**config.mk**
```make
export PLATFORM = sky130hd
export DESIGN_NAME = signext_unit
export DESIGN_NICKNAME = d
export VERILOG_FILES = /design/src/rtl/signext_pkg.sv /design/src/rtl/signext_decode.sv /design/src/rtl/signext_unit.sv
export SDC_FILE = /design/constraint.sdc
export NUM_CORES = 1
export LEC_CHECK = 0
export CAP_MARGIN = 20
export CORE_MARGIN = 2
export CORE_UTILIZATION = 30
export DETAILED_ROUTE_END_ITERATION = 10
export PLACE_DENSITY = 0.83
export SYNTH_ARGS = -nofsm -noshare
export SYNTH_HDL_FRONTEND = slang
export SYNTH_SLANG_ARGS = --single-unit
```
**constraint.sdc**
```tcl
create_clock -name clk -period 6.35 [get_ports clk]
set_clock_uncertainty 0.2 [all_clocks]
set_input_delay 1.27 -clock clk [delete_from_list [all_inputs] [get_ports clk]]
set_output_delay 1.27 -clock clk [all_outputs]
set_load 0.005 [all_outputs]
```
**src/rtl/signext_pkg.sv**
```systemverilog
// Shared opcode constants, immediate format enum and field positions for the
// LEGv8 immediate sign-extension unit.
package signext_pkg;

  localparam logic [10:0] OP_LDUR = 11'b11111000010;
  localparam logic [10:0] OP_STUR = 11'b11111000000;
  localparam logic [7:0]  OP_CBZ  = 8'b10110100;
  localparam logic [7:0]  OP_CBNZ = 8'b10110101;
  localparam logic [9:0]  OP_ADDI = 10'b1001000100;
  localparam logic [9:0]  OP_SUBI = 10'b1101000100;
  localparam logic [5:0]  OP_B    = 6'b000101;
  localparam logic [5:0]  OP_BL   = 6'b100101;

  typedef enum logic [2:0] {
    FMT_NONE,
    FMT_D,
    FMT_CB,
    FMT_I,
    FMT_B
  } imm_fmt_e;

  localparam int D_MSB  = 20;
  localparam int D_LSB  = 12;
  localparam int CB_MSB = 23;
  localparam int CB_LSB = 5;
  localparam int I_MSB  = 21;
  localparam int I_LSB  = 10;
  localparam int B_MSB  = 25;
  localparam int B_LSB  = 0;

  localparam int D_W  = D_MSB - D_LSB + 1;
  localparam int CB_W = CB_MSB - CB_LSB + 1;
  localparam int I_W  = I_MSB - I_LSB + 1;
  localparam int B_W  = B_MSB - B_LSB + 1;

endpackage

```
**src/rtl/signext_decode.sv**
```systemverilog
// Opcode classifier: maps instruction bits [31:21] to an immediate format.
// SIGNEXT_EXT_FMT_EN adds the I- and B-formats below CB in priority.
module signext_decode
  import signext_pkg::*;
(
  input  logic [10:0] op,
  output imm_fmt_e    fmt
);

  always_comb begin
    if (op == OP_LDUR || op == OP_STUR) begin
      fmt = FMT_D;
    end else if (op[10:3] == OP_CBZ || op[10:3] == OP_CBNZ) begin
      fmt = FMT_CB;
`ifdef SIGNEXT_EXT_FMT_EN
    end else if (op[10:1] == OP_ADDI || op[10:1] == OP_SUBI) begin
      fmt = FMT_I;
    end else if (op[10:5] == OP_B || op[10:5] == OP_BL) begin
      fmt = FMT_B;
`endif
    end else begin
      fmt = FMT_NONE;
    end
  end

endmodule

```
**src/rtl/signext_unit.sv**
```systemverilog
// LEGv8 immediate extraction and sign-extension with a registered copy.
// Optional I/B formats are enabled by defining SIGNEXT_EXT_FMT_EN.
module signext_unit
  import signext_pkg::*;
#(
  parameter int DATA_W  = 64,
  parameter int INSTR_W = 32
) (
  input  logic               clk,
  input  logic               rst_n,
  input  logic [INSTR_W-1:0] a,
  output logic [DATA_W-1:0]  y,
  output logic               hit,
  output logic [DATA_W-1:0]  y_q,
  output logic               hit_q
);

  imm_fmt_e fmt;

  signext_decode u_decode (
    .op  (a[31:21]),
    .fmt (fmt)
  );

`ifndef SIGNEXT_EXT_FMT_EN
  // Low bits carry register numbers only; no enabled format reads them.
  logic unused_low_bits;
  assign unused_low_bits = ^a[4:0];
`endif

  always_comb begin
    // NOTE: defaults first so every path assigns y/hit and no latch is inferred.
    y   = '0;
    hit = 1'b0;
    case (fmt)
      FMT_D: begin
        y   = {{(DATA_W-D_W){a[D_MSB]}}, a[D_MSB:D_LSB]};
        hit = 1'b1;
      end
      FMT_CB: begin
        y   = {{(DATA_W-CB_W){a[CB_MSB]}}, a[CB_MSB:CB_LSB]};
        hit = 1'b1;
      end
      FMT_I: begin
        y   = {{(DATA_W-I_W){1'b0}}, a[I_MSB:I_LSB]};
        hit = 1'b1;
      end
      FMT_B: begin
        y   = {{(DATA_W-B_W){a[B_MSB]}}, a[B_MSB:B_LSB]};
        hit = 1'b1;
      end
      default: ;
    endcase
  end

  always_ff @(posedge clk or negedge rst_n) begin
    if (!rst_n) begin
      y_q   <= '0;
      hit_q <= 1'b0;
    end else begin
      // NOTE: non-blocking so the register samples the pre-edge combinational value.
      y_q   <= y;
      hit_q <= hit;
    end
  end

endmodule

```
# Word-level counts from Yosys, hierarchy flattened

Index checks and enable logic that the tools add are counted.

Output and inout bits: 130
Input port bits: 34
Bits in registers: 65

Reductions and logical operators: 3
Muxes and demuxes: 4
Equality and inequality tests: 8

Operator list:

| cell                 | number |
|---|---|
| $pmux 64 s4          | 1 |
| $eq 11x11->1 const B | 2 |
| $eq 8x8->1 const B   | 2 |
| $eq 3x2->1 const B   | 2 |
| $reduce_or 4->1      | 1 |
| $eq 3x1->1 const B   | 1 |
| $eq 3x3->1 const B   | 1 |
| $mux 3               | 1 |
| $logic_or 1x1->1     | 2 |
| $mux 2               | 1 |
| $mux 1               | 1 |

# Logic depth before layout (Yosys ltp)

Word-level depth: 7
Mapped depth: 5

# By module

A second synthesis with hierarchy kept.

Cells, all modules: 206
Area, all modules: 2127.0 µm²

By module, submodules not included:

| module         | area an instance (µm²) | seq. area each (µm²) | times used | cells an instance |
|---|---|---|---|---|
| signext_unit   | 2053.2                 | 675.6                | 1          | 200 |
| signext_decode | 73.8                   | 0.0                  | 1          | 6 |

# Worst setup path after synthesis

OpenSTA, ideal clock, no wires.

Path type: input port to output port
Start point: input port a[24]
End point: output port y[19]
Setup slack: 996 ps
Arrival time: 3884 ps
Required time: 4880 ps
Stages: 5
Cells stage by stage: and4bb_2 > buf_6 > nand3_4 > a21oi_1 > buf_4

Cells in the longest elaborated chain, start to end: 6
Elaborated cells between the ends (all ways): 13
Those cells by class: eq/ne: 8; mux: 3; reduce/logical: 2

Ends and longest elaborated chain:

| what                               | line                 | source |
|---|---|---|
| from (decl)                        | signext_unit.sv:11   | `input logic [INSTR_W-1:0] a,` |
| $eq 8x8->1                         | signext_decode.sv:13 | `end else if (op[10:3] == OP_CBZ \|\| op[10:3] == OP_CBNZ) begin` |
| $logic_or 1x1->1                   | signext_decode.sv:13 |  |
| $mux 2                             | signext_decode.sv:13 |  |
| $mux 3 *                           | signext_decode.sv:11 | `if (op == OP_LDUR \|\| op == OP_STUR) begin` |
| $eq 3x3->1 (tied with other cells) | signext_unit.sv:35   | `case (fmt)` |
| $pmux 64 s4 *                      | signext_unit.sv:35   |  |
| to (decl)                          | signext_unit.sv:12   | `output logic [DATA_W-1:0] y,` |

Every way passes the cells marked *; elsewhere a longest branch is shown, timed or not.

# Worst setup path in the final report

Start point: input port a[30]
End point: output port y[28]

The elaborated chain is that of the path after synthesis.

==> key figures <==
Status
  • Status: finished, final reports clean

Route
  • Vias per cell: 4.04
  • Routed wire per std cell: 12.8 um
  • Post-route ant nets: 0
  • Routed wire length: 3.89 mm
  • Via count: 1,228
  • Drt initial violations: 26
  • Drt pass-1 iters: 4
  • Residual DRC: 0

Floorplan
  • Core ar.: 4750 um^2
  • # IOs: 164
  • # rows: 25
  • Die height: 74.5 um
  • Die Area: 5550 um^2
  • Die X: 74.5 um
  • Initial core utilization: 31.4%

Logic synthesis
  • Synth area leaders: buf_4 (45%), dfrtp_1 (34%), a21oi_1 (5.7%), nand2_1 (4.5%), nand3_1 (2.7%)
  • Post-Syn Nets: 200
  • Ys async rst share: 100%
  • Top cell type's share of synthesized area: 45.3%
  • Seq/Total Area, Yosys: 33.6%
  • Syn avg cell area: 8.98 um^2
  • Number of flops mapped to enable cells by yosys: 0
  • Commonest cells in the netlist: buf_4 (90), dfrtp_1 (20), nand2_1 (18)
  • Most common cell in the synthesized netlist: buf_4
  • Dominant synthesized flop cell: dfrtp_1
  • Flops & latches, synth: 20
  • Post-synth top area cell: buf_4
  • Ys Warns: 0
  • Distinct cells, synth: 15
  • Mapped Area: 1490 um^2
  • Synth Instances: 166

STA
  • Final-report hold violation count: 0
  • Smallest setup slack after layout: 1330 ps
  • Worst slew pin tran: 1050 ps
  • Worst relative slew slack: 30.0%
  • Hold_ws: 1320 ps
  • RSZ-0062 raised after global routing: no
  • Minimum clock period: 5020 ps
  • Finish-stage setup viols: 0
  • Fin. max-slew vios: 0
  • Fmax: 0.199 GHz
  • Fin crit share: 79.0%
  • Fin Setup TNS: 0 ps

Setup path
  • Endpoint class of the critical path: output pin
  • Slowest CP cell: clkdlybuf4s50_1
  • Max FO, Critical Path: 47
  • Cell with the most instances on the worst path: clkdlybuf4s50_1
  • Crit path DAT: 3550 ps
  • Worst setup path class: primary input to output pin
  • Worst path required time: 4880 ps
  • Cell Chain, Critical Path: clkdlybuf4s50_1, and4bb_2, nand3_4, a21oi_2, buf_4, clkdlybuf4s50_1
  • CP Launch Type: primary input
  • Max incr delay on CP: 590 ps

Pwr
  • PD cells: 104 nW/um^2
  • Maximum vdd ir drop: 0.0000855 V
  • Tot Pwr: 0.262 mW
  • Leak: 0.912 nW

Cells and area
  • Share of cells above drive strength 1: 5.91%
  • Filler cell count: 444
  • Nets@finish: 272
  • Register area: 500 um^2
  • Non-filler cells, final: 304
  • Area growth, synth to finish: 69.8%
  • Final core utilization: 53.3%
  • Footprint of the multi-input gates: 289 um^2
  • ANT cells: 0
  • Post-route cell area: 2530 um^2

Clock tree
  • H-tree depth: 1
  • Buffer count from post-CTS setup fixing: 0
  • Clock tree buffer depth: 2
  • CTS root buf: clkbuf_8
  • Post_cts resized: 0
  • Cts hold-fix bufs: 0
  • Clock transition at path regs: 80 ps
  • CTS tree: done
  • Cts bufs inserted: 3
  • Clock sinks: 20

Place
  • Post-DP Area: 2480 um^2
  • Placement Setup Slack: 1310 ps
  • Number of instances in the placed design: 300
  • I/O Buffers: 158
  • Routability cong.: 0.776
  • Hpwl dp: 3.02 mm

GRT
  • Total GRT Usage: 12.2%
  • Largest net degree at the start of global routing: 48
  • First-pass GRT wire length: 5.13 mm
  • Initial antenna violation count: 0
  • Met3 GRT Util: 2.85%
  • Total gr overflow: 0
  • Routing usage on met1: 13.6%
  • Met2 Usage GRT: 20.7%
  • Busiest grt layer: met2
  • Vias in the first global route: 996

Run
  • Max_cap viols: 0

Worst hold path
  • Worst hold-check path type: primary input to asynchronous set/reset pin
[how the worst max path moves through the flow]
stage	startpoint	depth (start not counted)	slack (ps)	end
floorplan	a[24]	5	1000	y[19]
global placement	a[30]	6	1340	y[34]
detailed placement	a[30]	6	1310	y[28]
CTS	a[30]	6	1310	y[28]
global route	a[30]	6	1190	y[58]
finish	a[30]	6	1330	y[28]
[per-layer routing]
layer	up-vias	share of wire, %
li1	583	-
met3	10	12
met1	542	36
met4	0	3.4
met5	-	0
met2	93	49
[where the power goes]
group	switching, mW	internal [mW]	leakage (nW)	total (mW)
combinational	0.0137	0.0229	0.604	0.0367
clock	0.0423	0.0552	0.0288	0.0975
sequential	0.000342	0.128	0.279	0.128
total	0.0564	0.206	0.912	0.262
[area by class of cell]
cell class                 count  share of cell area [%]
clock buffer                   4                    2.17
multi-input combinational     52                    11.4
sequential                    20                    19.8
tap                           67                    3.31
timing repair buffer         161                    63.3
[cells in the final DEF, fill, tap and decap left out]
cell	count
dfrtp_1	20
nand4b_1	1
clkdlybuf4s50_1	158
a21oi_2	3
a21oi_1	16
nand3_4	1
nor3b_4	1
and4bb_2	1
clkbuf_8	4
nand3_1	8
nor3b_1	1
buf_4	3
nand2_1	18
nor2_1	1
nor2_2	1
[sequential cells by signal (all words and copies together) (netlist names)]
register and count:
y_q 19, hit_q 1
[cell families (layout without fill, tap and decap cells)]
kind of cell	Yosys count	after routing	share of synthesized area, %
compound gates	19	19	6.88
buf+inv	94	165	47.3
flops	20	20	33.6
simple gates	33	33	12.2
[worst max-delay path, delay by kind of cell]
| family | cells | cell delay, ps |
|---|---|---|
| AO/OA/AOI/OAI | 1 | 160 |
| buffers and inverters | 3 | 1460 |
| AND/OR/NAND/NOR | 2 | 630 |
Note: power is estimated with default switching activity, not from simulation.
